===== config.mk =====
export PLATFORM = sky130hd
export DESIGN_NAME = seq_divider
export DESIGN_NICKNAME = d
export VERILOG_FILES = /design/src/rtl/seq_divider.sv
export SDC_FILE = /design/constraint.sdc
export NUM_CORES = 1
export LEC_CHECK = 0
export CAP_MARGIN = 15
export CORE_AREA = 2 2 69 64
export DETAILED_ROUTE_END_ITERATION = 12
export DIE_AREA = 0 0 71 66
export GPL_ROUTABILITY_DRIVEN = 1
export GPL_TIMING_DRIVEN = 0
export SYNTH_ARGS = -nofsm -noshare
export SYNTH_HDL_FRONTEND = slang
export SYNTH_SLANG_ARGS = --single-unit

===== constraint.sdc =====
create_clock -name clk -period 2.4 [get_ports clk]
set_clock_uncertainty 0.1 [all_clocks]
set_input_delay 0.36 -clock clk [delete_from_list [all_inputs] [get_ports clk]]
set_output_delay 0.36 -clock clk [all_outputs]
set_load 0.05 [all_outputs]

===== src/rtl/seq_divider.sv =====
// seq_divider: sequential restoring divider, one quotient bit per clock.
// Divides an unsigned DW-bit dividend by an unsigned VW-bit divisor and
// presents a DW-bit quotient and VW-bit remainder behind a start/busy/done
// handshake. With default widths it undoes the 3x3 array multiplier.
module seq_divider #(
  parameter int DW = 6,
  parameter int VW = 3
) (
  input  logic          clk,
  input  logic          rst,
  input  logic          start,
  input  logic [DW-1:0] inA,
  input  logic [VW-1:0] inB,
  output logic          busy,
  output logic          done,
  output logic [DW-1:0] outQ,
  output logic [VW-1:0] outR,
  output logic          div_zero
);

  localparam int CW = $clog2(DW + 1);

  localparam logic [1:0] IDLE = 2'd0;
  localparam logic [1:0] CALC = 2'd1;
  localparam logic [1:0] DONE = 2'd2;

  logic [1:0]    state;
  logic [DW-1:0] q;          // dividend shifting out, quotient shifting in
  logic [VW-1:0] d;          // captured divisor
  logic [VW:0]   p;          // partial remainder
  logic [CW-1:0] cnt;        // remaining iterations

  logic [VW+1:0] t;          // shifted partial remainder with next dividend bit
  logic [VW+1:0] t_sub;
  logic          ge;
  logic [VW:0]   p_next;
  logic [DW-1:0] q_next;
  logic          accept;

  // A new operation is accepted only from IDLE or DONE; CALC ignores start.
  assign accept = start && ((state == IDLE) || (state == DONE));

  assign busy = (state == CALC);
  assign done = (state == DONE);

  // One restoring step: shift in the next dividend bit, trial-subtract the
  // divisor and keep the difference only when it did not go negative.
  // p stays below d after every step, so its top bit is always zero; it is
  // carried through the compare anyway so the step is exact as written.
  always_comb begin
    t      = {p, q[DW-1]};
    ge     = (t >= {2'b00, d});
    t_sub  = t - {2'b00, d};
    p_next = ge ? t_sub[VW:0] : t[VW:0];
    q_next = {q[DW-2:0], ge};
  end

  // Control FSM plus datapath registers; results update only on entry to DONE.
  always_ff @(posedge clk or posedge rst) begin
    if (rst) begin
      state    <= IDLE;
      q        <= '0;
      d        <= '0;
      p        <= '0;
      cnt      <= '0;
      outQ     <= '0;
      outR     <= '0;
      div_zero <= 1'b0;
    end else begin
      case (state)
        IDLE, DONE: begin
          if (accept) begin
            q        <= inA;
            d        <= inB;
            p        <= '0;
            cnt      <= CW'(DW);
            div_zero <= 1'b0;
            if (inB == '0) begin
              // Divide by zero: skip iteration, report saturated quotient.
              state    <= DONE;
              outQ     <= '1;
              outR     <= '0;
              div_zero <= 1'b1;
            end else begin
              state <= CALC;
            end
          end
        end
        CALC: begin
          q   <= q_next;
          p   <= p_next;
          cnt <= cnt - CW'(1);
          if (cnt == CW'(1)) begin
            state <= DONE;
            outQ  <= q_next;
            outR  <= p_next[VW-1:0];
          end
        end
        default: state <= IDLE;
      endcase
    end
  end

endmodule


==> results of run 1 <==
## layout make-up
cell class                 count  share of cell area, %
buffer                         5                   1.22
clock buffer                   3                   2.38
multi-input combinational     95                   32.7
sequential                    28                   40.3
clock inverter                 1                   1.73
timing repair buffer          24                   15.0
inverter                      15                   3.24
tap                           48                   3.46
## power by group through the flow
stage | sequential, mW | combinational, mW | clock, mW
floorplan | 1.01 | 0.791 | 0
global placement | 0.814 | 1.32 | 0
detailed placement | 0.823 | 1.37 | 0
CTS | 0.813 | 1.38 | 0.379
global route | 0.840 | 1.53 | 0.409
finish | 0.814 | 1.37 | 0.374
## per-layer routing
layer	track usage (%)	vias to the layer above
met3	2.59	6
li1	-	542
met4	4.95	0
met5	0	-
met1	18.1	551
met2	24.5	27
## cell usage after synthesis (all sizes together) (2+ instances only)
cell type	n	share of area, %
a21oi	11	4.4
nor3	9	3.3
nand2b	4	2.0
nor2	6	1.7
or3	2	1.0
o21a	2	1.1
a32o	2	1.5
o21ai	6	2.2
o31ai	4	2.2
nand2	27	7.7
inv	14	3.9
dfrtp	28	52
buf	2	0.74
clkbuf	3	0.84
ha	5	4.6
a31oi	7	3.7
nor2b	2	0.93
## worst max-delay path, stage by stage, from the launching register on
cell	delay (ns)
dfrtp_1	0.43
nand2b_1	0.17
inv_1	0.06
clkdlybuf4s50_1	0.80
## final timing paths
| path | from | endpoint | slack, ns | cells after the start |
|---|---|---|---|---|
| setup reg to reg | q[5] | p[2] | 0.43 | 6 |
| hold reg to reg | outR[1] | outR[1] | 0.39 | 2 |
| hold / removal | rst | outQ[2] | 0.23 | 2 |
| max in group asynchronous | rst | d[2] | 1.55 | 3 |
| setup / recovery | state[0] | done | 0.21 | 3 |
| min in group clk | outR[1] | outR[1] | 0.39 | 2 |
## registers in the layout, indices dropped and copies added (netlist names)
name / cells
outQ: 6
d: 3
cnt: 3
q: 6
outR: 3
state: 2
p: 4
div_zero: 1
## per-stage QoR
stage                     util [%]  power, mW
after floorplan                  -       1.80
after global placement        41.0       2.13
after detailed placement      41.0       2.19
after CTS                     42.8       2.57
after global routing          43.5       2.78
final                         43.5       2.56
## logic make-up after synthesis
group | after synthesis
AND/OR/NAND/NOR | 53
AO/OA/AOI/OAI | 34
flip-flops | 28
buffers and inverters | 20
adder cells (fa/ha/maj) | 6
XOR/XNOR | 1
multiplexers | 1
==> key figures, run 1 <==
Timing
  • Final Worst Setup Slack: 0.215 ns
  • RSZ-0062 raised after global routing: no
  • Worst Tran Pin Value: between 0.5 and 0.6 ns
  • Setup TNS: 0 ns
  • # setup viols final: 0
  • Slew HR: about two thirds
  • Hold Vio Cnt, Final: 0
  • Max-slew violation count: 0
  • Achievable Freq: around 0.46 GHz
  • Final hold slack: ~0.23 ns
  • Minimum clock period: around 2.2 ns
  • Final worst path period share: approximately nine tenths

Power
  • P_sw: ~1.2 mW
  • Pwr Density: 1470 mW/mm^2
  • Sequential power share: 31.8%
  • Sw Share: 45.0%
  • Clk network pwr share: between 10% and 20%
  • Comb power frac: 53.5%
  • LEAKAGE: 0.799 nW
  • Internal: 1.41 mW
  • VDD IR max: between 0.5 and 0.6 mV

Worst setup path
  • Critical path class: reg2out
  • Crit end category: output port
  • Req. time, crit path: 1.94 ns
  • CP Max Fanout: 5
  • Arr. time, crit path: about 1.7 ns
  • CP Launch Type: register

CTS
  • Num CTS Buffers: 3
  • TritonCTS clock tree: yes
  • Htree depth: 1
  • Num Clock Sinks: 28
  • Buffer count from post-CTS setup fixing: 0
  • Longest Clk Path Bufs: 2
  • Number of hold buffers added after cts: 0
  • Clock edge transition at the registers on the reported setup and hold paths: approximately 0.10 ns
  • # resized after CTS: 0
  • Clock root buffer master: clkbuf_8
  • Later-pin clock latency in the skew report: about 0.27 ns

Worst hold path
  • Tightest Hold Check Type: in2async

Placed design
  • Placed cell area: between 0.0015 and 0.002 mm^2
  • DP Cell Count: 214
  • I/O Buffers: 23
  • Pre-CTS setup slack: about 0.28 ns
  • GPL Wtd Cong: a little under 0.8
  • HPWL Detailed: about 2200 um

Logic synthesis
  • Register area share after synthesis: a little over half
  • Mux contribution to synthesized area: less than 1%
  • Largest family of logic cells by synthesized area: simple AND/OR/NAND/NOR gates
  • Synthesized instance count: ~140
  • Synth Net Count: 161
  • Avg Inst Size Synth: ~9.4 um^2
  • Post-synth ARST share: between 90% and 100%
  • Register bit count reported by yosys: 28
  • Synth Area in Adders: 6.13%
  • EDFF count, synth: 0
  • Synth Area in XOR/XNOR: less than 1%
  • Yosys warnings: 0
  • Synth Area in Simple Gates: 18.5%
  • Main synth FF type: dfrtp_1
  • Post-Synthesis Cell Area: ~0.0013 mm^2
  • Synth Area in Compound Gates: around 16%
  • Number of library cell types mapped by synthesis: 31

Routing
  • Initial DRC count: between 60 and 70
  • Via-to-Cell Ratio: 5.14
  • Met3 wire length: 117 um
  • Residual DRC: 0
  • Total wire length: between 2000 and 3000 um
  • Initial DRT Pass Iterations: 6
  • Max layer used: met4
  • DR vias: ~1100
  • Wire per inst: between 10 and 15 um
  • Post-route ant nets: 0
  • WL met2: around 1400 um
  • Metal-1 WL: about 1400 um

Final layout
  • Most frequent cells in the layout: dfrtp_1 (28), nand2_1 (26), clkdlybuf4s50_1 (22), inv_1 (14), a21oi_1 (10)
  • Layout cells sized above 1: under 10%
  • Area occupied by multi-input gates: 568 um^2
  • FF/Latch Area: between 700 and 800 um^2
  • Cell area after layout: 0.00174 mm^2
  • Final Non-Filler Cells: 219
  • Final-layout fill cell count: 396
  • Number of nets in the layout: 190
  • Diode count: 0
  • Area growth, synth to finish: 29.1%
  • Commonest non-fill, non-tap cell in the layout: dfrtp_1

GRT
  • Largest net degree at the start of global routing: 29
  • Gr ovfl total: 0
  • First-pass GRT wire length: ~5300 um
  • Vias in the first global route: approximately 1200
  • Initial antenna violation count: 0
  • Gr usage total: roughly 14%

Floorplan
  • Initial Utilization: 33.7%
  • Die Span Y: between 60 and 70 um
  • Die footprint: around 0.0047 mm^2
  • Core area: 0.00399 mm^2
  • IO Count: 24
  • Die width: approximately 71 um
  • Row count: 22

Status
  • Status: completed

Flow run
  • Max Cap Viol: 0
No activity file was read; power rests on OpenSTA's default activity.
==> run 2: changes to the inputs <==
--- a/config.mk
+++ b/config.mk
@@ -11,6 +11,7 @@
 export DIE_AREA = 0 0 71 66
 export GPL_ROUTABILITY_DRIVEN = 1
 export GPL_TIMING_DRIVEN = 0
+export SKIP_LAST_GASP = 1
 export SYNTH_ARGS = -nofsm -noshare
 export SYNTH_HDL_FRONTEND = slang
 export SYNTH_SLANG_ARGS = --single-unit
==> constraint.sdc (replaced) <==
create_clock -name clk -period 1.95 [get_ports clk]
set_clock_uncertainty 0.1 [all_clocks]
set_input_delay 0.2925 -clock clk [delete_from_list [all_inputs] [get_ports clk]]
set_output_delay 0.2925 -clock clk [all_outputs]
set_load 0.05 [all_outputs]
==> key figures, run 2 (synthesis gave the netlist of run 1 again) <==
Status
  • Status: completed (unchanged)

Final layout
  • Core Util, Final: 45.6% (was 43.5%)
  • Diode count: 0 (unchanged)
  • Number of nets in the layout: 194 (was 190)
  • Final Non-Filler Cells: 223 (was 219)
  • Most frequent cells in the layout: dfrtp_1 (28), nand2_1 (26), clkdlybuf4s50_1 (21), inv_1 (13), a21oi_1 (10) (was dfrtp_1 (28), nand2_1 (26), clkdlybuf4s50_1 (22), inv_1 (14), a21oi_1 (10))
  • Top flop regs: outQ: 6 flops, q: 6 flops, p: 4 flops (unchanged)
  • Layout cells sized above 1: 13.1% (was 7.02%)
  • Final-layout fill cell count: 381 (was 396)
  • Commonest non-fill, non-tap cell in the layout: dfrtp_1 (unchanged)
  • Area growth, synth to finish: 35.2% (was 29.1%)

Placed design
  • DP Cell Count: 214 (unchanged)
  • GPL Wtd Cong: 0.782 (unchanged)
  • HPWL Detailed: 2230 um (unchanged)
  • I/O Buffers: 23 (unchanged)

Power
  • Clk network pwr share: 13.3% (was 14.6%)
  • Pwr Density: 1910 mW/mm^2 (was 1470 mW/mm^2)
  • P_sw: 1.55 mW (was 1.15 mW)
  • Total Power: 3.48 mW (was 2.56 mW)
  • LEAKAGE: 0.820 nW (was 0.799 nW)
  • Internal: 1.93 mW (was 1.41 mW)
  • Sw Share: 44.6% (was 45.0%)
  • VDD IR max: 0.724 mV (was 0.573 mV)
  • Comb power frac: 57.4% (was 53.5%)
  • Sequential power share: 29.3% (was 31.8%)

GRT
  • Gr usage total: 14.5% (was 14.2%)
  • Gr ovfl total: 0 (unchanged)
  • First-pass GRT wire length: 5380 um (was 5280 um)
  • Largest net degree at the start of global routing: 29 (unchanged)
  • Initial antenna violation count: 0 (unchanged)
  • Vias in the first global route: 1174 (was 1168)

Routing
  • Residual DRC: 0 (unchanged)
  • Post-route ant nets: 0 (unchanged)
  • Initial DRC count: 50 (was 69)
  • Initial DRT Pass Iterations: 4 (was 6)
  • DR vias: 1145 (was 1126)
  • Total wire length: 3170 um (was 2990 um)
  • Via-to-Cell Ratio: 5.13 (was 5.14)
  • Wire per inst: 14.2 um (was 13.7 um)

Flow run
  • Max Cap Viol: 0 (unchanged)

Floorplan
  • Row count: 22 (unchanged)
  • Core area: 0.00399 mm^2 (unchanged)
  • Die width: 71 um (unchanged)
  • Initial Utilization: 33.7% (unchanged)
  • Die Span Y: 66 um (unchanged)
  • Die footprint: 0.00469 mm^2 (unchanged)
  • IO Count: 24 (unchanged)

Worst setup path
  • Origin of the critical flop-to-flop path: d[1] (was q[5])
  • Req. time, crit path: 1.56 ns (was 1.94 ns)
  • Arr. time, crit path: 1.48 ns (was 1.73 ns)
  • R2R Setup Slk: 0.09 ns (was 0.43 ns)
  • Critical path class: reg2out (unchanged)
  • Crit end category: output port (unchanged)
  • Crit path from: state[1] (was state[0])
  • CP Launch Type: register (unchanged)
  • R2r endpoint: p[2] (unchanged)
  • R2R cell count: 6 (unchanged)
  • CP endpoint: busy (was done)
  • CP Max Fanout: 8 (was 5)

Timing
  • # setup viols final: 0 (unchanged)
  • Slew HR: 67.0% (was 66.4%)
  • Worst Tran Pin Value: 0.494 ns (was 0.502 ns)
  • Max-slew violation count: 0 (unchanged)
  • Final worst path period share: 96.2%
  • Minimum clock period: around 1.9 ns
  • Achievable Freq: around 0.53 GHz
  • Hold Vio Cnt, Final: 0 (unchanged)

CTS
  • Num Clock Sinks: 28 (unchanged)
  • Longest Clk Path Bufs: 2 (unchanged)
  • Later-pin clock latency in the skew report: 0.28 ns (was 0.27 ns)
  • Clock root buffer master: clkbuf_8 (unchanged)
  • Number of hold buffers added after cts: 0 (unchanged)
  • Clock edge transition at the registers on the reported setup and hold paths: 0.10 ns (about the same)
  • Htree depth: 1 (unchanged)
  • Num CTS Buffers: 3 (unchanged)
  • TritonCTS clock tree: yes (unchanged)

Worst hold path
  • Tightest Hold Check Type: in2async (unchanged)
run 2: what timing repair did:
action	4_1_cts	5_1_grt
pin swaps	0	2
gates resized for setup	3	9
setup endpoints to repair	4	5
setup buffers	1	3
run 2: critical path, cell delays in order, from the launching register on:
cell        delay (ns)
dfrtp_1           0.40
nand2b_1          0.28
clkinvlp_4        0.24
clkbuf_2          0.28
run 2: stage by stage:
step	TNS (ns)	cell area [um^2]	hold slack [ns]	worst slack [ns]
after floorplan	0	1350	0.258	0.152
after detailed placement	-0.293	1640	0.378	-0.104
after global placement	-0.123	1640	0.366	-0.0700
after global routing	-0.00675	1820	0.176	-0.00675
after CTS	-0.0914	1730	0.400	-0.0914
final	0	1820	0.164	0.0734
run 2: cell type report:
| class | count | area, um^2 | area share [%] |
|---|---|---|---|
| Buffer | 5 | 21.3 | 1.17 |
| Clock buffer | 3 | 41.3 | 2.27 |
| Clock inverter | 1 | 30.0 | 1.65 |
| Inverter | 15 | 60.1 | 3.30 |
| Multi-Input combinational cell | 95 | 626 | 34.4 |
| Sequential cell | 28 | 701 | 38.5 |
| Tap cell | 48 | 60.1 | 3.30 |
| Timing Repair Buffer | 28 | 282 | 15.5 |
run 2: worst min-delay path by stage:
stage,cells past startpoint,from,endpoint,slack (ns)
global placement,2,outR[1],outR[1],0.37
global route,2,rst,outQ[2],0.18
finish,2,rst,outQ[2],0.16
detailed placement,2,div_zero,div_zero,0.38
CTS,2,outR[1],outR[1],0.40
floorplan,1,rst,cnt[0],0.26
run 2: power by group through the flow:
stage	registers (mW)	logic, mW	clock network [mW]
floorplan	1.24	0.974	0
finish	1.02	2.00	0.463
detailed placement	1.01	1.68	0
CTS	1.00	1.73	0.466
global route	1.05	2.18	0.503
global placement	1.00	1.63	0
run 2: routing by layer:
metal	track usage [%]	share of wire, %	vias up
li1	-	-	548
met1	18.2	47	564
met2	24.9	48	23
met3	2.74	3.0	10
met4	5.42	2.4	0
met5	0	0	-
==> run 3: changes to the inputs <==
==> constraint.sdc (replaced) <==
create_clock -name clk -period 2.4 [get_ports clk]
set_clock_uncertainty 0.1 [all_clocks]
set_input_delay 0.36 -clock clk [delete_from_list [all_inputs] [get_ports clk]]
set_output_delay 0.36 -clock clk [all_outputs]
set_load 0.05 [all_outputs]
==> results of run 3 <==
Same layout as run 1: the final DEF is identical, and so are final timing and power.
